[config.mk]
export PLATFORM = sky130hd
export DESIGN_NAME = buf_audio_out
export DESIGN_NICKNAME = d
export VERILOG_FILES = /design/src/rtl/buf_audio_out.sv
export SDC_FILE = /design/constraint.sdc
export NUM_CORES = 1
export LEC_CHECK = 0
export BUFFER_PORTS_ARGS = -buffer_cell sky130_fd_sc_hd__buf_2
export CORE_MARGIN = 3
export CORE_UTILIZATION = 56
export CTS_CLUSTER_SIZE = 14
export DETAILED_ROUTE_END_ITERATION = 16
export HOLD_SLACK_MARGIN = 0.08
export PLACE_DENSITY_LB_ADDON = 0.1
export SETUP_SLACK_MARGIN = 0.05
export SKIP_CTS_REPAIR_TIMING = 1
export SLEW_MARGIN = 15
export SYNTH_ARGS = -nofsm -noshare
export SYNTH_HDL_FRONTEND = slang
export SYNTH_SLANG_ARGS = --single-unit
[constraint.sdc]
create_clock -name sys_clk -period 2.2 [get_ports sys_clk]
set_input_delay 0.44 -clock sys_clk [delete_from_list [all_inputs] [get_ports sys_clk]]
set_output_delay 0.44 -clock sys_clk [all_outputs]
set_load 0.1 [all_outputs]
[src/rtl/buf_audio_out.sv]
// Stereo-pair FIFO feeding a free-running I2S transmitter (MSB first, no one-bit delay).
// Latency: a pushed pair is visible in fill_level next cycle; it is sent in the next frame load.
// Backpressure: write_ready drops when the FIFO is full; pushes while full are discarded.

module fifo #(
    parameter int WIDTH = 8,
    parameter int DEPTH = 4
) (
    input  logic                     clk,
    input  logic                     rst_n,
    input  logic                     wr_vld,
    output logic                     wr_rdy,
    input  logic [WIDTH-1:0]         wr_dat,
    output logic                     rd_vld,
    input  logic                     rd_rdy,
    output logic [WIDTH-1:0]         rd_dat,
    output logic [$clog2(DEPTH):0]   count
);
    // Generic show-ahead FIFO, power-of-two depth.
    // Latency: one cycle from push to rd_vld; read data is combinational from the head entry.
    // Backpressure: wr_rdy low while full; rd_vld low while empty.
    localparam int AW = $clog2(DEPTH);
    localparam logic [AW:0] FULL_CNT = (AW+1)'(DEPTH);

    logic [WIDTH-1:0] mem [DEPTH];
    logic [AW-1:0]    wr_ptr;
    logic [AW-1:0]    rd_ptr;
    logic [AW:0]      cnt;
    logic             push;
    logic             pop;

    assign wr_rdy = (cnt != FULL_CNT);
    assign rd_vld = (cnt != '0);
    assign push   = wr_vld & wr_rdy;
    assign pop    = rd_vld & rd_rdy;
    assign rd_dat = mem[rd_ptr];
    assign count  = cnt;

    always_ff @(posedge clk) begin
        if (push) mem[wr_ptr] <= wr_dat;
    end

    always_ff @(posedge clk or negedge rst_n) begin
        if (!rst_n) begin
            wr_ptr <= '0;
            rd_ptr <= '0;
            cnt    <= '0;
        end else begin
            if (push) wr_ptr <= wr_ptr + AW'(1);
            if (pop)  rd_ptr <= rd_ptr + AW'(1);
            case ({push, pop})
                2'b10:   cnt <= cnt + (AW+1)'(1);
                2'b01:   cnt <= cnt - (AW+1)'(1);
                default: cnt <= cnt;
            endcase
        end
    end
endmodule

module buf_audio_out #(
    parameter int AUDIO_WIDTH  = 24,
    parameter int I2S_WIDTH    = 24,
    parameter int BUFFER_DEPTH = 8,
    parameter int BCLK_HALF    = 18
) (
    input  logic                            sys_clk,
    input  logic                            sys_rst,
    input  logic                            enable,
    input  logic                            write_enable,
    input  logic [AUDIO_WIDTH-1:0]          audio_left_in,
    input  logic [AUDIO_WIDTH-1:0]          audio_right_in,
    output logic                            write_ready,
    output logic                            buffer_empty,
    output logic                            buffer_full,
    output logic [$clog2(BUFFER_DEPTH):0]   fill_level,
    output logic                            underrun,
    output logic                            i2s_bclk,
    output logic                            i2s_lrclk,
    output logic                            i2s_data
);
    // I2S transmitter: pops one stereo pair per frame, sends zeros and flags underrun when empty.
    // Latency: frame load on the enable cycle, first bit valid immediately after; bclk rises BCLK_HALF later.
    // Backpressure: write_ready = ~buffer_full from the registered count; full pushes are dropped.
    localparam int FRAME_BITS = 2 * I2S_WIDTH;
    localparam int BIT_W      = $clog2(FRAME_BITS);
    localparam int DIV_W      = $clog2(BCLK_HALF);

    localparam logic [0:0] IDLE = 1'b0;
    localparam logic [0:0] RUN  = 1'b1;

    typedef struct packed {
        logic [AUDIO_WIDTH-1:0] left;
        logic [AUDIO_WIDTH-1:0] right;
    } pair_t;

    logic [1:0]            rst_pipe;
    logic                  rst_n;
    logic [0:0]            state;
    logic [DIV_W-1:0]      div;
    logic [BIT_W-1:0]      bit_idx;
    logic [FRAME_BITS-1:0] sr;
    logic [FRAME_BITS-1:0] load_frame;
    logic [I2S_WIDTH-1:0]  left_slot;
    logic [I2S_WIDTH-1:0]  right_slot;
    pair_t                 wr_pair;
    pair_t                 rd_pair;
    logic                  fifo_vld;
    logic                  frame_load;
    logic                  div_last;
    logic                  bclk_fall;
    logic                  last_bit;

    // Asserts with sys_rst, releases two sys_clk edges later.
    always_ff @(posedge sys_clk or negedge sys_rst) begin
        if (!sys_rst) rst_pipe <= 2'b00;
        else          rst_pipe <= {rst_pipe[0], 1'b1};
    end
    assign rst_n = rst_pipe[1];

    assign wr_pair = {audio_left_in, audio_right_in};

    fifo #(
        .WIDTH ($bits(pair_t)),
        .DEPTH (BUFFER_DEPTH)
    ) u_fifo (
        .clk    (sys_clk),
        .rst_n  (rst_n),
        .wr_vld (write_enable),
        .wr_rdy (write_ready),
        .wr_dat (wr_pair),
        .rd_vld (fifo_vld),
        .rd_rdy (frame_load),
        .rd_dat (rd_pair),
        .count  (fill_level)
    );

    assign buffer_empty = ~fifo_vld;
    assign buffer_full  = ~write_ready;

    generate
        if (AUDIO_WIDTH == I2S_WIDTH) begin : g_eq
            assign left_slot  = rd_pair.left;
            assign right_slot = rd_pair.right;
        end else if (AUDIO_WIDTH > I2S_WIDTH) begin : g_trunc
            assign left_slot  = rd_pair.left[AUDIO_WIDTH-1 -: I2S_WIDTH];
            assign right_slot = rd_pair.right[AUDIO_WIDTH-1 -: I2S_WIDTH];
        end else begin : g_pad
            assign left_slot  = {rd_pair.left,  {(I2S_WIDTH-AUDIO_WIDTH){1'b0}}};
            assign right_slot = {rd_pair.right, {(I2S_WIDTH-AUDIO_WIDTH){1'b0}}};
        end
    endgenerate

    assign load_frame = fifo_vld ? {left_slot, right_slot} : '0;
    assign div_last   = (div == DIV_W'(BCLK_HALF - 1));
    assign bclk_fall  = (state == RUN) && div_last && i2s_bclk;
    assign last_bit   = (bit_idx == BIT_W'(FRAME_BITS - 1));
    assign frame_load = (state == IDLE) ? enable : (bclk_fall && last_bit && enable);
    assign i2s_data   = sr[FRAME_BITS-1];

    always_ff @(posedge sys_clk or negedge rst_n) begin
        if (!rst_n) begin
            state     <= IDLE;
            div       <= '0;
            bit_idx   <= '0;
            sr        <= '0;
            i2s_bclk  <= 1'b0;
            i2s_lrclk <= 1'b0;
            underrun  <= 1'b0;
        end else begin
            underrun <= frame_load & ~fifo_vld;
            case (state)
                IDLE: begin
                    div       <= '0;
                    bit_idx   <= '0;
                    i2s_bclk  <= 1'b0;
                    i2s_lrclk <= 1'b0;
                    sr        <= enable ? load_frame : '0;
                    if (enable) state <= RUN;
                end
                default: begin
                    if (div_last) begin
                        div      <= '0;
                        i2s_bclk <= ~i2s_bclk;
                    end else begin
                        div <= div + DIV_W'(1);
                    end
                    // Data and word select only move on the falling bclk edge.
                    if (bclk_fall) begin
                        if (last_bit) begin
                            bit_idx   <= '0;
                            i2s_lrclk <= 1'b0;
                            if (enable) begin
                                sr <= load_frame;
                            end else begin
                                sr    <= '0;
                                state <= IDLE;
                            end
                        end else begin
                            bit_idx   <= bit_idx + BIT_W'(1);
                            i2s_lrclk <= (bit_idx >= BIT_W'(I2S_WIDTH - 1));
                            sr        <= {sr[FRAME_BITS-2:0], 1'b0};
                        end
                    end
                end
            endcase
        end
    end
endmodule

==> results.sh, run 1 <==
export IMPL_start_kind="flip-flop"
export IMPL_cp_max_fo=4
export IMPL_cts_tree="done"
export IMPL_overflow=0
export IMPL_synth_seq_cells=459
export IMPL_switching_share_pct=26.4
export IMPL_p_clk_share_pct=31.6
export IMPL_antenna_found_initial=1
export IMPL_synth_edf_count=384
export IMPL_synth_seq_area_share_pct=73.8
export IMPL_grt_busiest_layer="met2"
export IMPL_syn_to_final_growth_pct=17.8
export IMPL_dieArea_um2=34600
export IMPL_synth_flop_cell="edfxtp_1"
export IMPL_ys_async_sr_fraction_pct=16.3
export IMPL_power_share_combinational_pct=18.5
export IMPL_max_freq_ghz=0.433
export IMPL_cts_buffer_depth=3
export IMPL_clockRootBuffer="clkbuf_16"
export IMPL_hold_viol=0
export IMPL_vias_per_cell=5.98
export IMPL_setup_viol=4
export IMPL_grt_usage_pct=21.6
export IMPL_power_frac_seq_pct=49.8
export IMPL_maxSlewViolCount=0
export IMPL_start_util_pct=57.1
export IMPL_grt_start_max_net_pins=66
export IMPL_yosys_cell_types_count=44
export IMPL_whs_path_depth=3
export IMPL_syn_inst=912
export IMPL_first_iter_violations=539
export IMPL_peakVddDrop_mv=1.01
export IMPL_cp_required_ns=2.66
export IMPL_netlist_area_um2=18200
export IMPL_wl_um=36200
export IMPL_synth_area_per_cell_um2=19.9
export IMPL_rsz0062_at_grt="true"
export IMPL_htreeDepth=2
export IMPL_yosys_warnings=0
export IMPL_rows=65
export IMPL_arrival_ns=2.77
export IMPL_dp_worst_setup_slack_ns=-0.243
export IMPL_vias=9100
export IMPL_violations="negative setup slack"
export IMPL_min_to="underrun"
export IMPL_period_minus_slack_ns=2.31
export IMPL_slowest_stage="dfrtp_1"
export IMPL_globalRouteMet1Util_pct=31.0
export IMPL_power_internal_mw=17.4
export IMPL_fin_util_pct=67.3
export IMPL_first_global_vias=9673
export IMPL_layout_common_cells="edfxtp_1, mux4_2, dfrtp_1, buf_2, a21oi_1"
export IMPL_fin_skew_ns=0.0202
export IMPL_critical_path_cell_chain="ha_2 -> nor4bb_4 -> buf_4 -> a21oi_4 -> nor3_4 -> buf_4 -> ha_4 -> nor4bb_2 -> a211oi_1 -> a211oi_1 -> xor2_1"
export IMPL_critical_path_top_delay_family="compound AO/OA/AOI/OAI gates"
export IMPL_r2r_setup_slack_ns=-0.11
export IMPL_synthesis_nets=972
export IMPL_dp_hpwl_um=21600
export IMPL_numPortBuffers=62
export IMPL_cp_buffers_inverters=2
export IMPL_yosysTopAreaCell="edfxtp_1"
export IMPL_relSlewSlack_pct=47.1
export IMPL_use_met3_pct=3.75
export IMPL_reg2reg_depth=11
export IMPL_drc_errors=0
export IMPL_worstSkewPairLatency_ns=0.55
export IMPL_drtPass1Iterations=5
export IMPL_worstMarginPinSlew_ns=0.793
export IMPL_drtAntennaViolNets=0
export IMPL_crit_type="reg -> reg"
export IMPL_cts_sinks=459
export IMPL_core_um2=31800
export IMPL_nFillCells=2098
export IMPL_yosysTopAreaCellShare_pct=63.5
export IMPL_routabilityCongestion=0.804
export IMPL_p_leak_nw=7.18
export IMPL_hp_class="in -> reg"
export IMPL_period_share_pct=105
export IMPL_tritoncts_num_buffers=47
export IMPL_met2_usage_pct=35.5
export IMPL_final_common_cell="edfxtp_1"
export IMPL_dieWidth_um=186
export IMPL_status="finished with violations"
export IMPL_fin_ws_ns=-0.109
export IMPL_cp_slowest_stage_delay_ns=0.39
export IMPL_drv_cap=0
export IMPL_nets=1110
export IMPL_timing_rr_end="u_fifo.count[3]"
export IMPL_drive_gt1_share_pct=31.1
export IMPL_diodes=0
export IMPL_clkTransAtPathRegs_ns=0.06
export IMPL_pin_count=63
export IMPL_powerDensity_nw_per_um2=1100
export IMPL_r2r_start="div[0]"
export IMPL_ys_top_cells_by_area="edfxtp_1, dfrtp_1, mux4_2"
export IMPL_worstHoldStart="enable"
export IMPL_worstSetupEndpointType="flip-flop"
export IMPL_wl_per_cell_um=23.7
export IMPL_tns_ns=-0.302
export IMPL_grt_pass1_wl_um=56400
export IMPL_p_switching_mw=6.25
export IMPL_die_height_um=186
## registers in the layout (all words and copies together) (netlist names), 2 cells and up
signal	flops
bit_idx	6
div	5
rst_pipe	2
sr	48
u_fifo.count	4
u_fifo.mem	384
u_fifo.rd_ptr	3
u_fifo.wr_ptr	3
## worst min-delay path, cell delays in order
cell and delay (ns):
buf_2 0.12, nand2_1 0.06, nor3_1 0.04
## worst max path at each step
stage,endpoint,cells past startpoint,slack [ns],startpoint
global route,u_fifo.count[3],10,-0.22,bit_idx[0]
finish,u_fifo.count[3],11,-0.11,div[0]
CTS,u_fifo.count[2],13,-0.25,div[1]
global placement,u_fifo.count[2],13,-0.17,div[1]
floorplan,u_fifo.count[2],11,-1.29,u_fifo.count[3]
detailed placement,u_fifo.count[2],13,-0.24,div[1]
## cells by family after synthesis
kind of cell | count (synthesis) | share of synthesized area [%]
buf+inv | 64 | 2.31
compound gates | 114 | 4.31
fa+ha+maj | 8 | 0.551
simple gates | 107 | 3.41
other cells | 1 | 0.0206
flops | 459 | 73.8
mux | 148 | 15.1
xor+xnor | 11 | 0.530
## synthesized netlist by cell type (2+ instances only)
cell type / number
clkbuf_1: 13
nor3_1: 4
mux2i_1: 49
buf_2: 21
xor2_1: 7
a2bb2oi_1: 45
nand2b_1: 5
nor2_1: 16
mux4_2: 83
nand3_1: 6
inv_1: 8
nor4bb_1: 2
buf_6: 7
a21oi_1: 52
nand2_1: 16
buf_12: 4
o21ai_0: 7
ha_1: 8
dfrtp_1: 75
buf_4: 9
edfxtp_1: 384
a211oi_1: 2
or3_1: 49
xnor2_1: 4
mux4_1: 13
a22o_1: 2
a2bb2oi_2: 2
mux2_2: 3
## stage by stage
| step | cell area [µm²] | std cells | hold slack [ns] | total power [mW] |
|---|---|---|---|---|
| after floorplan | 18300 | 912 | 0.144 | 14.4 |
| after global placement | 19700 | 1426 | 0.224 | 15.9 |
| after detailed placement | 19700 | 1426 | 0.229 | 16.2 |
| after CTS | 21200 | 1513 | -0.346 | 23.6 |
| after global routing | 21400 | 1523 | 0.134 | 24.6 |
| final | 21400 | 1523 | 0.156 | 23.6 |
## cell type report
type                       instances  area, µm²  area share (%)
sequential                       459      13400            62.7
multi-input combinational        389       4530            21.2
timing repair buffer             145       1390            6.50
clock buffer                      63       1300            6.06
tap                              435        544            2.54
clock inverter                    24        178           0.830
inverter                           8       32.5           0.152
## power groups by stage
stage / logic, mW / registers [mW] / clock network [mW]
6_report: 4.38 / 11.8 / 7.48
5_1_grt: 4.70 / 11.9 / 8.01
4_1_cts: 4.25 / 11.8 / 7.63
3_5_place_dp: 4.25 / 11.9 / 0
3_3_place_gp: 4.11 / 11.8 / 0
2_1_floorplan: 2.17 / 12.3 / 0
## metal layers
| layer | vias to the layer above | wire length, µm |
|---|---|---|
| met5 | - | 13 |
| met4 | 2 | 697 |
| met3 | 54 | 1770 |
| met2 | 209 | 17900 |
| met1 | 4818 | 15800 |
| li1 | 4017 | - |
(Power assumes the default switching activity.)
==> run 2: changes to the inputs <==
--- a/config.mk
+++ b/config.mk
@@ -5,6 +5,7 @@
 export SDC_FILE = /design/constraint.sdc
 export NUM_CORES = 1
 export LEC_CHECK = 0
+export ABC_AREA = 1
 export BUFFER_PORTS_ARGS = -buffer_cell sky130_fd_sc_hd__buf_2
 export CORE_MARGIN = 3
 export CORE_UTILIZATION = 56
==> constraint.sdc (replaced) <==
create_clock -name sys_clk -period 2.2 [get_ports sys_clk]
set_input_delay 0.44 -clock sys_clk [delete_from_list [all_inputs] [get_ports sys_clk]]
set_output_delay 0.44 -clock sys_clk [all_outputs]
set_load 0.02 [all_outputs]
==> run 2 against run 1 <==
Compared with the run above:
- the run now ends clean
- die area up 4.2%
- clock power up 3.2%
- sequential power about the same
- cell count up 48%
- via count up 36%
- combinational power down 28%
- clock-buffer cell count up 9
- highest routed layer unchanged
==> results.sh, run 2 <==
export IMPL_tritoncts_num_buffers=46
export IMPL_tns_ns=0
export IMPL_clockRootBuffer="clkbuf_16"
export IMPL_nets=1841
export IMPL_power_total_mw=22.4
export IMPL_powerDensity_nw_per_um2=1030
export IMPL_regMostFlops="u_fifo.mem"
export IMPL_grt_pass1_wl_um=65200
export IMPL_fin_util_pct=66.0
export IMPL_multi_input_area_um2=4940
export IMPL_postPlaceCellArea_um2=20100
export IMPL_setup_viol=0
export IMPL_ys_top_cells_by_area="edfxtp_1, nand2_1, dfrtp_1"
export IMPL_wl_per_cell_um=18.5
export IMPL_placed_cells_incl_taps=2172
export IMPL_first_global_vias=11789
export IMPL_drv_cap=0
export IMPL_fin_ws_ns=0.0954
export IMPL_rows=66
export IMPL_worstSetupEndpointType="flip-flop"
export IMPL_fin_skew_ns=0.0207
export IMPL_largest_registers="u_fifo.mem: 384 flops, sr: 48 flops, bit_idx: 6 flops"
export IMPL_wl_um=41700
export IMPL_worstSetupStartpoint="u_fifo.count[1]"
export IMPL_start_kind="flip-flop"
export IMPL_synth_most_common_cell="nand2_1"
export IMPL_cts_tree="done"
export IMPL_final_common_cell="nand2_1"
export IMPL_syn_to_final_growth_pct=14.7
export IMPL_layout_common_cells="nand2_1, edfxtp_1, nand3_1, dfrtp_1, inv_1"
export IMPL_syn_inst=1723
export IMPL_yosys_top_cells_count="nand2_1, edfxtp_1, nand3_1, dfrtp_1, inv_1"
export IMPL_drtAntennaViolNets=0
export IMPL_vias=12341
export IMPL_cp_required_ns=2.62
export IMPL_period_minus_slack_ns=2.10
export IMPL_p_leak_nw=8.71
export IMPL_status="finished clean"
export IMPL_fin_area_um2=21700
export IMPL_start_util_pct=57.5
export IMPL_yosys_cell_types_count=25
export IMPL_yosysTopAreaCellShare_pct=60.9
export IMPL_peakVddDrop_mv=0.760
export IMPL_ys_async_sr_fraction_pct=16.3
export IMPL_cp_max_fo=6
export IMPL_dp_worst_setup_slack_ns=-0.0685
export IMPL_hold_viol=0
export IMPL_synth_flop_cell="edfxtp_1"
export IMPL_period_share_pct=95.7
export IMPL_routabilityCongestion=0.789
export IMPL_r2r_start="u_fifo.count[1]"
export IMPL_whs_path_depth=1
export IMPL_synth_seq_cells=459
export IMPL_max_freq_ghz=0.475
export IMPL_dieWidth_um=190
export IMPL_drtPass1Iterations=5
export IMPL_antenna_found_initial=1
export IMPL_synthesis_nets=1783
export IMPL_dp_hpwl_um=22800
export IMPL_htreeDepth=2
export IMPL_reg2reg_depth=10
export IMPL_drive_gt1_share_pct=12.8
export IMPL_dieArea_um2=36100
export IMPL_first_iter_violations=905
export IMPL_netlist_area_um2=18900
export IMPL_grt_start_max_net_pins=103
export IMPL_worstMarginPinSlew_ns=0.560
export IMPL_numPortBuffers=62
export IMPL_synth_seq_area_share_pct=70.8
export IMPL_grt_usage_pct=23.2
export IMPL_nFillCells=2499
export IMPL_relSlewSlack_pct=62.7
export IMPL_rsz0062_at_grt="true"
export IMPL_worstHoldStart="audio_right_in[9]"
export IMPL_synth_edf_count=384
export IMPL_overflow=0
export IMPL_cts_buffer_depth=3
export IMPL_synth_area_per_cell_um2=11.0
export IMPL_core_um2=32900
export IMPL_yosysTopAreaCell="edfxtp_1"
export IMPL_final_cells=2259
export IMPL_yosys_warnings=0
export IMPL_die_height_um=190
export IMPL_crit_type="reg -> reg"
export IMPL_worstSkewPairLatency_ns=0.54
export IMPL_drc_errors=0
export IMPL_largest_reg_flops=384
export IMPL_diodes=0
export IMPL_holdWs_ns=0.152
export IMPL_hp_class="in -> reg"
export IMPL_pin_count=63
export IMPL_clkTransAtPathRegs_ns=0.06
export IMPL_cts_sinks=459
export IMPL_maxSlewViolCount=0
export IMPL_ff_latch_area_um2=13400
export IMPL_vias_per_cell=5.46
export IMPL_arrival_ns=2.52
[run 2: changes by cell type in the layout (fill, tap and decap cells not counted), sizes merged, moves of 6 or more]
cell	before	now
nand2	16	657
buf	144	105
mux4	96	0
inv	9	71
or3	49	0
mux2i	49	0
clkinv	20	6
a2bb2oi	47	0
clkbuf	63	72
nand2b	6	0
nand3	6	286
nor2	16	70
[run 2: worst paths after layout]
check / slack (ns) / to
hold / removal: 0.15 / u_fifo.mem[5][9]
hold reg to reg: 0.30 / u_fifo.count[3]
min in group asynchronous: 0.21 / rst_pipe[1]
max in group asynchronous: 1.26 / sr[34]
setup reg to reg: 0.1 / u_fifo.count[2]
setup / recovery: 0.1 / u_fifo.count[2]
[run 2: logic make-up (layout without fill, tap and decap cells)]
kind of cell / count (synthesis) / in the layout / share of synthesized area, %
AND/OR/NAND/NOR: 1020 / 1020 / 22.6
flip-flops: 459 / 459 / 70.8
buffers and inverters: 167 / 261 / 3.97
AO/OA/AOI/OAI: 59 / 59 / 1.76
XOR/XNOR: 9 / 9 / 0.416
adder cells (fa/ha/maj): 8 / 8 / 0.528
other: 1 / 1 / 0.0198
[run 2: layer usage]
metal  vias to the layer above  share of wire (%)  global-route usage, %
li1                       5930                  -                      -
met3                        79                5.6                   3.52
met1                      5992                 44                   32.3
met5                         -              0.031                      0
met4                         2                2.5                   7.56
met2                       338                 48                   38.2
[run 2: critical path, stage by stage (launching register included)]
cell	delay [ns]
dfrtp_2	0.47
nor2_1	0.22
nand3_2	0.13
nand2_2	0.16
nor2_4	0.07
ha_4	0.19
xor2_4	0.19
ha_2	0.20
a21oi_2	0.12
xor2_1	0.16
o21ai_1	0.09
[run 2: layout make-up]
cell class / instances / area share, %
clock buffers: 72 / 6.26
flip-flops and latches: 459 / 61.8
inverters: 71 / 1.25
repair buffers: 106 / 4.74
clock inverters: 12 / 0.691
well taps: 442 / 2.54
multi-input cells: 1097 / 22.7
[run 2: report_power, final]
| part | leakage [nW] | internal, mW | switching (mW) | total (mW) |
|---|---|---|---|---|
| Clock | 0.730 | 4.60 | 3.12 | 7.72 |
| Combinational | 3.68 | 1.05 | 2.10 | 3.15 |
| Sequential | 4.30 | 11.0 | 0.550 | 11.5 |
| Total | 8.71 | 16.6 | 5.77 | 22.4 |
==> run 3: changes to the inputs <==
--- a/config.mk
+++ b/config.mk
@@ -18,4 +18,5 @@
 export SLEW_MARGIN = 15
 export SYNTH_ARGS = -nofsm -noshare
 export SYNTH_HDL_FRONTEND = slang
+export SYNTH_HIERARCHICAL = 1
 export SYNTH_SLANG_ARGS = --single-unit
==> run 3 against run 2 <==
Compared with the run above:
- sequential power about the same
- largest power group unchanged
- sequential cell count unchanged
- largest cell class unchanged
- non-clock buffer count up 11
- critical endpoint is now u_fifo/count[3]
- worst hold slack worse by 0.038 ns
==> results.sh, run 3 <==
export IMPL_period_share_pct=95.4
export IMPL_worstSetupEndpointType="flip-flop"
export IMPL_cp_max_fo=4
export IMPL_pin_count=63
export IMPL_synth_xor_area_share_pct=0.338
export IMPL_whs_path_depth=1
export IMPL_cts_sinks=459
export IMPL_cp_buffers_inverters=1
export IMPL_drc_errors=0
export IMPL_worstSkewPairLatency_ns=0.59
export IMPL_slowest_stage="dfrtp_1"
export IMPL_synth_most_common_cell="nand2_1"
export IMPL_arrival_ns=2.56
export IMPL_vias=14043
export IMPL_hold_viol=0
export IMPL_synth_compound_area_share_pct=0.417
export IMPL_layout_common_cells="nand2_1, nor2_1, edfxtp_1, inv_1, nand3_1"
export IMPL_r2r_setup_slack_ns=0.10
export IMPL_synth_seq_area_share_pct=64.7
export IMPL_synthSimpleGateAreaFrac_pct=26.6
export IMPL_syn_to_final_growth_pct=12.9
export IMPL_critical_path_cell_chain="ha_2 -> nand2_2 -> nor2_4 -> nand3_2 -> nand2_2 -> nand2_4 -> nor2_4 -> nand2_2 -> inv_2 -> ha_4 -> ha_4 -> or2_4 -> nand2_1 -> nand2_1 -> nand3_1 -> nand2_1"
export IMPL_dieWidth_um=198
export IMPL_rsz0062_at_grt="true"
export IMPL_drive_gt1_share_pct=9.95
export IMPL_status="finished clean"
export IMPL_worstHoldStart="audio_right_in[21]"
export IMPL_cp_slowest_stage_delay_ns=0.35
export IMPL_cts_buffer_depth=3
export IMPL_clockRootBuffer="clkbuf_16"
export IMPL_tritoncts_num_buffers=48
export IMPL_synth_fa_ha_area_share_pct=0.580
export IMPL_overflow=0
export IMPL_grt_pass1_wl_um=71000
export IMPL_yosys_top_cells_count="nand2_1, nor2_1, edfxtp_1, inv_1, nand3_1"
export IMPL_synth_seq_cells=459
export IMPL_fin_util_pct=65.0
export IMPL_diodes=0
export IMPL_r2r_start="bit_idx[1]"
export IMPL_dp_hpwl_um=23400
export IMPL_reg2reg_depth=16
export IMPL_routabilityCongestion=0.789
export IMPL_yosysTopAreaCell="edfxtp_1"
export IMPL_antenna_found_initial=2
export IMPL_final_cells=2753
export IMPL_critical_path_top_delay_family="simple AND/OR/NAND/NOR gates"
export IMPL_clkTransAtPathRegs_ns=0.06
export IMPL_cp_required_ns=2.66
export IMPL_relSlewSlack_pct=31.4
export IMPL_synthesis_nets=2262
export IMPL_start_util_pct=57.5
export IMPL_largest_registers="u_fifo/mem: 384 flops, sr: 48 flops, bit_idx: 6 flops"
export IMPL_drv_cap=0
export IMPL_htreeDepth=2
export IMPL_numPortBuffers=62
export IMPL_rows=69
export IMPL_fin_skew_ns=0.0214
export IMPL_netlist_area_um2=20700
export IMPL_hp_class="in -> reg"
export IMPL_yosysTopAreaCellShare_pct=55.7
export IMPL_yosys_warnings=6
export IMPL_ys_async_sr_fraction_pct=16.3
export IMPL_synth_flop_cell="edfxtp_1"
export IMPL_drtPass1Iterations=5
export IMPL_placed_cells_incl_taps=2662
export IMPL_powerDensity_nw_per_um2=999
export IMPL_synth_edf_count=384
export IMPL_regMostFlops="u_fifo/mem"
export IMPL_p_leak_nw=9.97
export IMPL_crit_type="reg -> reg"
export IMPL_min_to="u_fifo/mem[2][21]"
export IMPL_timing_rr_end="u_fifo/count[3]"
export IMPL_final_common_cell="nand2_1"
export IMPL_grt_start_max_net_pins=101
export IMPL_wl_per_cell_um=16.3
export IMPL_synth_top_family_by_area="simple AND/OR/NAND/NOR gates"
export IMPL_maxSlewViolCount=0
export IMPL_core_um2=36000
export IMPL_ys_top_cells_by_area="edfxtp_1, nand2_1, dfrtp_1"
export IMPL_nets=2316
export IMPL_syn_inst=2201
export IMPL_setup_viol=0
export IMPL_synth_area_per_cell_um2=9.41
export IMPL_die_height_um=198
export IMPL_yosys_cell_types_count=29
export IMPL_wl_um=44800
export IMPL_start_kind="flip-flop"
export IMPL_largest_reg_flops=384
export IMPL_peakVddDrop_mv=0.744
export IMPL_worstMarginPinSlew_ns=1.03
export IMPL_period_minus_slack_ns=2.10
export IMPL_vias_per_cell=5.10
export IMPL_first_iter_violations=975
export IMPL_synth_mux_area_share_pct=0
export IMPL_first_global_vias=13069
export IMPL_dieArea_um2=39300
export IMPL_cts_tree="done"
export IMPL_drtAntennaViolNets=0
export IMPL_grt_usage_pct=23.1
export IMPL_max_freq_ghz=0.477
-- run 3: worst max-delay path by stage --
| stage | from | depth (start not counted) | slack (ns) | end |
|---|---|---|---|---|
| detailed placement | bit_idx[1] | 16 | 0.03 | u_fifo/count[3] |
| floorplan | u_fifo/count[0] | 4 | -0.20 | u_fifo/mem[1][0] |
| global route | div[1] | 17 | -0.04 | u_fifo/count[3] |
| finish | bit_idx[1] | 16 | 0.10 | u_fifo/count[3] |
| CTS | u_fifo/count[1] | 5 | -0.14 | buffer_empty |
| global placement | div[1] | 17 | 0.04 | u_fifo/count[3] |
-- run 3: cells by family after synthesis --
family	Yosys count
other cells	1
compound gates	16
simple gates	1375
xor+xnor	8
buf+inv	333
fa+ha+maj	9
flops	459
-- run 3: per-stage QoR --
stage	setup TNS, ns	worst slack, ns	area [µm²]	total power, mW	hold WS [ns]
2_1_floorplan	-47.08	-0.204	20900	14.2	0.144
3_3_place_gp	0	0.0423	21800	15.5	0.224
3_5_place_dp	0	0.0293	21800	15.6	0.227
4_1_cts	-0.139	-0.139	23300	23.5	-0.386
5_1_grt	-0.0417	-0.0417	23400	24.5	0.109
6_report	0	0.102	23400	23.4	0.114
-- run 3: cell type report --
class	count	area [µm²]
multi-input combinational	1409	5980
sequential	459	13400
clock buffer	56	1230
timing repair buffer	117	1070
fill	2902	12600
inverter	220	827
tap	461	577
clock inverter	31	284
-- run 3: layer usage --
layer / vias to the layer above / part of all wire, % / GRT usage (%) / wire length (µm)
met3: 65 / 5.1 / 4.27 / 2300
met2: 317 / 47 / 37.9 / 21200
met4: 4 / 2.0 / 6.03 / 917
met1: 6622 / 45 / 32.4 / 20300
met5: - / 0.058 / 0 / 26
li1: 7035 / - / - / -
-- run 3: power breakdown --
part	internal, mW	switching [mW]	leakage (nW)	total [mW]
clock	4.58	3.27	0.756	7.86
sequential	11.0	0.557	4.36	11.6
combinational	1.47	2.47	4.85	3.94
